$ cat src/rtl/instr_encoder.sv
// Program loader: encodes decoded instruction fields into RV32I words and writes them to instruction memory.
// Optional NOP padding of the remaining memory on flush is built when INSTR_ENC_FLUSH_PAD_EN is defined.
module instr_encoder #(
    parameter int          ADDR_W    = 6,
    parameter logic [31:0] BASE_ADDR = 32'h0000_0000
) (
    input  logic              clk,
    input  logic              reset,
    input  logic              in_valid,
    output logic              in_ready,
    input  logic [2:0]        in_cls,
    input  logic [4:0]        in_rd,
    input  logic [4:0]        in_rs1,
    input  logic [4:0]        in_rs2,
    input  logic [2:0]        in_funct3,
    input  logic [6:0]        in_funct7,
    input  logic [20:0]       in_imm,
    input  logic              flush,
    output logic              im_we,
    output logic [31:0]       im_addr,
    output logic [31:0]       im_wdata,
    output logic [ADDR_W:0]   count,
    output logic              done,
    output logic              err
);

`ifdef INSTR_ENC_FLUSH_PAD_EN
    localparam bit PAD_EN = 1'b1;
`else
    localparam bit PAD_EN = 1'b0;
`endif

    localparam int              DEPTH    = 1 << ADDR_W;
    localparam logic [ADDR_W:0] LAST_IDX = (ADDR_W + 1)'(DEPTH - 1);
    localparam logic [ADDR_W:0] ONE      = (ADDR_W + 1)'(1);
    localparam logic [31:0]     NOP      = 32'h0000_0013;

    localparam logic [2:0] CLS_LW  = 3'd0;
    localparam logic [2:0] CLS_SW  = 3'd1;
    localparam logic [2:0] CLS_R   = 3'd2;
    localparam logic [2:0] CLS_BEQ = 3'd3;
    localparam logic [2:0] CLS_I   = 3'd4;
    localparam logic [2:0] CLS_JAL = 3'd5;

    localparam logic [6:0] OP_LOAD  = 7'b0000011;
    localparam logic [6:0] OP_STORE = 7'b0100011;
    localparam logic [6:0] OP_R     = 7'b0110011;
    localparam logic [6:0] OP_BR    = 7'b1100011;
    localparam logic [6:0] OP_IMM   = 7'b0010011;
    localparam logic [6:0] OP_JAL   = 7'b1101111;

    typedef enum logic [2:0] {IDLE, ENC, WRITE, PAD, FULL} state_t;

    state_t             state;
    logic [2:0]         fieldCls;
    logic [4:0]         fieldRd;
    logic [4:0]         fieldRs1;
    logic [4:0]         fieldRs2;
    logic [2:0]         fieldF3;
    logic [6:0]         fieldF7;
    logic signed [20:0] fieldImm;
    logic               lastSlot;

    // Illegal class, or an immediate the target format cannot represent.
    function automatic logic isIllegal(input logic [2:0] cls, input logic signed [20:0] imm);
        logic bad;
        bad = 1'b0;
        case (cls)
            CLS_LW, CLS_SW, CLS_I: bad = (imm < -21'sd2048) || (imm > 21'sd2047);
            CLS_BEQ:               bad = imm[0] || (imm < -21'sd4096) || (imm > 21'sd4094);
            CLS_R:                 bad = 1'b0;
            CLS_JAL:               bad = imm[0];
            default:               bad = 1'b1;
        endcase
        return bad;
    endfunction

    function automatic logic [31:0] encode(
        input logic [2:0]         cls,
        input logic [4:0]         rd,
        input logic [4:0]         rs1,
        input logic [4:0]         rs2,
        input logic [2:0]         f3,
        input logic [6:0]         f7,
        input logic signed [20:0] imm
    );
        logic [31:0] w;
        w = NOP;
        case (cls)
            CLS_LW:  w = {imm[11:0], rs1, 3'b010, rd, OP_LOAD};
            CLS_SW:  w = {imm[11:5], rs2, rs1, 3'b010, imm[4:0], OP_STORE};
            CLS_R:   w = {f7, rs2, rs1, f3, rd, OP_R};
            CLS_BEQ: w = {imm[12], imm[10:5], rs2, rs1, 3'b000, imm[4:1], imm[11], OP_BR};
            CLS_I: begin
                // Shifts carry funct7 in the upper bits and only a 5-bit shamt.
                if (f3 == 3'b001 || f3 == 3'b101)
                    w = {f7, imm[4:0], rs1, f3, rd, OP_IMM};
                else
                    w = {imm[11:0], rs1, f3, rd, OP_IMM};
            end
            CLS_JAL: w = {imm[20], imm[10:1], imm[11], imm[19:12], rd, OP_JAL};
            default: w = NOP;
        endcase
        return w;
    endfunction

    assign lastSlot = (count == LAST_IDX);
    assign in_ready = (state == IDLE);
    assign done     = (state == FULL);

    // Captured request fields; data only, so no reset.
    always_ff @(posedge clk) begin
        if (state == IDLE && in_valid) begin
            fieldCls <= in_cls;
            fieldRd  <= in_rd;
            fieldRs1 <= in_rs1;
            fieldRs2 <= in_rs2;
            fieldF3  <= in_funct3;
            fieldF7  <= in_funct7;
            fieldImm <= in_imm;
        end
    end

    always_ff @(posedge clk) begin
        if (reset) begin
            state    <= IDLE;
            im_we    <= 1'b0;
            im_addr  <= BASE_ADDR;
            im_wdata <= '0;
            count    <= '0;
            err      <= 1'b0;
        end else begin
            case (state)
                IDLE: begin
                    if (in_valid) begin
                        state <= ENC;
                    end else if (PAD_EN && flush) begin
                        state    <= PAD;
                        im_we    <= 1'b1;
                        im_wdata <= NOP;
                    end
                end
                ENC: begin
                    if (isIllegal(fieldCls, fieldImm)) begin
                        im_wdata <= NOP;
                        err      <= 1'b1;
                    end else begin
                        im_wdata <= encode(fieldCls, fieldRd, fieldRs1, fieldRs2,
                                           fieldF3, fieldF7, fieldImm);
                    end
                    im_we <= 1'b1;
                    state <= WRITE;
                end
                WRITE: begin
                    im_we <= 1'b0;
                    count <= count + ONE;
                    // The address stays on the last written word once memory is full.
                    if (lastSlot) begin
                        state <= FULL;
                    end else begin
                        im_addr <= im_addr + 32'd4;
                        state   <= IDLE;
                    end
                end
                PAD: begin
                    count <= count + ONE;
                    if (lastSlot) begin
                        im_we <= 1'b0;
                        state <= FULL;
                    end else begin
                        im_addr <= im_addr + 32'd4;
                    end
                end
                FULL: state <= FULL;
                default: state <= IDLE;
            endcase
        end
    end

endmodule

$ cat config.mk
export PLATFORM = sky130hd
export DESIGN_NAME = instr_encoder
export DESIGN_NICKNAME = d
export VERILOG_FILES = /design/src/rtl/instr_encoder.sv
export SDC_FILE = /design/constraint.sdc
export NUM_CORES = 1
export LEC_CHECK = 0
export CAP_MARGIN = 20
export CORE_ASPECT_RATIO = 0.75
export CORE_MARGIN = 2
export CORE_UTILIZATION = 45
export DETAILED_ROUTE_END_ITERATION = 16
export PLACE_DENSITY = 0.78
export REMOVE_ABC_BUFFERS = 1
export SLEW_MARGIN = 20
export SYNTH_ARGS = -nofsm -noshare
export SYNTH_HDL_FRONTEND = slang
export SYNTH_SLANG_ARGS = --single-unit
$ cat constraint.sdc
create_clock -name clk -period 2 [get_ports clk]
set_clock_uncertainty 0.1 [all_clocks]
set_input_delay 0.4 -clock clk [delete_from_list [all_inputs] [get_ports clk]]
set_output_delay 0.4 -clock clk [all_outputs]
set_load 0.05 [all_outputs]
# Word level (Yosys, flattened, before mapping)
# Cells that the tools add are included.
# op_classes
add_sub_neg,2
n_lt_le_gt_ge,4
n_eq_ne,14
muxes,12
bitwise_logic,1
n_reduce_logical,14
# op_table
op,count
$pmux W32 S6,1
$mux W32,2
$add A32 B3 Y32 const B,1
$gt A21 B12 Y1 const B,1
$gt A21 B13 Y1 const B,1
$lt A21 B12 Y1 const B,1
$lt A21 B13 Y1 const B,1
$pmux W3 S5,1
$eq A3 B2 Y1 const B,4
$eq A3 B3 Y1 const B,4
$eq A3 B1 Y1 const B,3
$mux W3,3
$reduce_and A2 Y1,4
$add A7 B1 Y7 const B,1
$eq A7 B6 Y1 const B,1
$logic_not A3 Y1,2
$logic_or A1 B1 Y1,4
$ne A2 B2 Y1 const B,2
$pmux W1 S4,1
$mux W1,3
$pmux W1 S3,1
$reduce_bool A3 Y1,1
$reduce_or A3 Y1,1
$reduce_or A2 Y1,1
2 further kinds,2
# word_totals
ff_bits,125
inputBits,53
output_inout_bits,75
wordCells,60

# Depth between registers and ports, before layout
# logic_depth
ltp_word,7
depth_mapped,7
ltp_nobuf,5

# Worst setup path before layout
# No wires, ideal clock.
# synth_timing
path_kind,register -> register
startpoint,reg state[2]
endpoint,"reg fieldCls[0], enable pin"
setup_ns,0.403
arrival_time_ns,2.680
t_required_ns,1.497
path_slack_ns,-1.184
path_stages_with_launch,4
path_buffers,0
synth_period_minus_slack_ns,3.184
cell_sequence,dfxtp_1 > nor3_1 > nand2_1 > inv_1
# synth_between
elab_chain_cells,2
# synth_rtl
item,line,rtl
start: declaration,54,state_t state;
start signal: assignment,126,state <= IDLE;
start signal: assignment,136,state <= ENC;
start signal: assignment,138,state <= PAD;
$logic_not A3 Y1,-,
named net in_ready,10,"output logic in_ready,"
$logic_and A1 B1 Y1,113,if (state == IDLE && in_valid) begin
end signal: assignment,114,fieldCls <= in_cls;
end: declaration,55,logic [2:0] fieldCls;
# The timed path passes the listed nets, and every way through them passes these cells.
# A chain may end at the register's enable or synchronous reset.

# Worst setup path in the final report
# layout_timing
startpoint,reg fieldImm[15]
endpoint,reg im_wdata[9]
# layout_between
elab_chain_cells,7
elab_cells_between_ends,11
cone_classes,order compare: 4; mux: 4; reduce/logical: 3
# layout_rtl
item,line,rtl
start: declaration,61,logic signed [20:0] fieldImm;
start signal: assignment,120,fieldImm <= in_imm;
$lt A21 B13 Y1,70,CLS_BEQ: bad = imm[0] || (imm < -21'sd4096) || (imm > 21'sd4094);
$logic_or A1 B1 Y1 (2 in a row),70,
$pmux W1 S4 *,68,case (cls)
$mux W1 *,133,case (state)
$mux W1 *,125,if (reset) begin
$mux W32 *,144,"if (isIllegal(fieldCls, fieldImm)) begin"
end signal: assignment,148,"im_wdata <= encode(fieldCls, fieldRd, fieldRs1, fieldRs2,"
end: declaration,21,"output logic [31:0] im_wdata,"
# Every way passes the cells marked *; elsewhere a longest branch is shown, timed or not. The select of a mux whose other input is x is not followed.

==> out/metrics.cfg <==
[global_routing]
grt_pass1_wl_um = 22220
overflow = 0
gr-usage-all-layers = 0.2200
grt_max_degree = 50
antenna_found_initial = 0
grt_pass1_vias = 4665

[worst_setup_path]
critPathMaxStageDelay_ps = 560
crit_required_ps = 2200
critPathSlowestCell = or4_4
crit_chain = or4_4, o31ai_4, o21ai_2, buf_12, o41ai_4
critPathBufInv = 1
end_kind = flip-flop
path_class = reg -> reg
start_kind = flip-flop
crit_fanout = 23
critical_path_arrival_ps = 2200
cpLargestDelayFamily = compound AO/OA/AOI/OAI gates

[die]
io_pins = 128
start_util = 0.4590
die_h_um = 97.91
die_w_um = 129.2
design.die.area_um2 = 12650
core-area_um2 = 11530
row_count = 34

[layout]
layout.nets = 733
diodes = 0
stdcell_area_um2 = 7620
n_fill_cell = 893
final_cell_mix = buf_4, dfxtp_1, clkdlybuf4s50_1
fin_util = 0.6610
layout_commonest_cell = buf_4
multi_input_area_um2 = 2265
syn2layout_area_growth_pct = 44.01
register_area_um2 = 2913
layout-drive-gt1-share = 0.2533
instances_no_fill = 853

[timing]
final_max_slew_viol_count = 0
timing.fmax_mhz = 501.2
fin_hold_ws_ps = 349.3
hold_viol_final = 0
tns_ps = 0
setup_slack_ps = 4.771
min_period_ps = 1995
finalCritPeriodShare = 0.9976
worstMarginPinSlew_ps = 610.8
setup_viol_count_final = 0
relSlewSlack = 0.5928
rsz0062_at_grt = true

[min_path]
hp-class = reg -> reg

[pwr]
p_total_mw = 6.614
p_leak_nw = 2.936
p_switching_mw = 1.534
swShare = 0.2319
pwr-share-seq = 0.414
pwr-share-comb = 0.104
peakVddDrop_mv = 0.7441
p_clk_frac = 0.482
p_per_area_nw_per_um2 = 868.1
power.internal_mw = 5.080

[run_status]
status = complete, no violations

[synth]
ys_seq_elements = 121
async_flop_share = 0
synth_ff_type = dfxtp_1
ys_seq_area_frac = 0.5505
ys_types = 54
synth_edf_count = 49
netlist_instances = 515
syn_area_per_cell_um2 = 10.27
synth.cell_area_um2 = 5291
yosys_warnings = 0

[drt]
firstDrtPassIters = 4
num_vias = 4677
final_antenna_net_count = 0
via_per_inst = 5.483
wl_per_cell_um = 16.07
routed_wl_um = 13710
drt-initial-drc-count = 311
drc_errors = 0

[clocking]
clkSinkCount = 121
cts_hold_buf = 0
cts_buffer_depth = 2
postCtsSetupBuffers = 0
clk_latency_ps = 410
cts_tree = built
ctsHtreeMaxLevel = 4
clk_pin_slew_ps = 60
cts_root_buf = clkbuf_16
cts_made_buffers = 17

[flow_run]
drv_cap = 0

[place]
port_buffers = 124
dpl_worst_slack_ps = -117.3
place_hpwl_um = 9726
dp_cells = 821
place_area_um2 = 6924
globalplace.congestion = 0.8535

-- sequential cells by signal (all words and copies together) (netlist names) --
signal    cells
im_addr      30
im_wdata     30
fieldCls      3
count         7
fieldF3       3
fieldImm     21
im_we         1
fieldF7       7
err           1
state         3
fieldRs2      5
fieldRs1      5
fieldRd       5
-- final timing paths --
path / from / end / slack (ps) / depth (start not counted)
min reg2reg: im_wdata[16] / im_wdata[16] / 350 / 2
max: fieldImm[15] / im_wdata[9] / 5 / 5
max reg2reg: fieldImm[15] / im_wdata[9] / 5 / 5
min: im_wdata[16] / im_wdata[16] / 350 / 2
-- power by group through the flow --
stage	Clock, mW	Combinational (mW)	Sequential (mW)
final	3.19	0.689	2.74
after global routing	3.33	0.736	2.75
after CTS	3.23	0.682	2.73
after detailed placement	0	0.677	2.79
after global placement	0	0.658	2.78
after floorplan	0	0.224	2.88
-- cell families (layout without fill, tap and decap cells) --
family,count (synthesis),after routing,share of synthesized area
AOI/OAI and AO/OA,135,135,0.1724
muxes,12,12,0.02388
and+or+nand+nor,188,188,0.1937
other,1,2,0.0007087
DFF,121,121,0.5505
xor gates and xnor gates,9,9,0.01490
buffers and inverters,47,222,0.03925
adders and majority gates,2,2,0.004728
-- timing repair --
item	CTS	global route
endpoints found under the setup margin	34	32
gates resized for setup	15	9
pin swaps	2	1
-- per-layer routing --
metal	track usage	vias up	wire (µm)
met4	0.07609	0	249
li1	-	2260	-
met3	0.05205	26	824
met2	0.3603	176	6696
met1	0.2861	2215	5936
met5	0	-	0
-- layout make-up --
type                            count  share of cell area
Timing Repair Buffer              180              0.2074
Multi-Input combinational cell    348              0.2972
Clock buffer                       21             0.06338
Clock inverter                     11             0.01823
Sequential cell                   121              0.3823
Tap cell                          162             0.02660
Inverter                           10            0.004926
-- cells in the mapped netlist, drive strengths merged (7+ instances only) --
cell	number	area, µm²
a21oi	43	215.2
a22oi	7	52.55
and4	7	61.31
buf	18	98.84
clkbuf	19	71.32
dfxtp	72	1441
edfxtp	49	1471
inv	10	37.54
mux2i	7	70.07
nand2	47	176.4
nand2b	12	75.07
nand3	13	65.06
nand4	13	81.33
nor2	31	116.4
nor2b	10	62.56
nor3b	8	65.06
o21ai	25	128.9
o31ai	34	260.3
o41ai	7	98.85
or3	12	75.07
or4	15	112.6
xor2	7	61.31
-- worst register-to-register path, stage by stage (launching register included) --
cell	delay, ps
edfxtp_1	380
or4_4	560
o31ai_4	230
o21ai_2	100
buf_12	180
o41ai_4	340
Power figures use the tool's default switching activity.
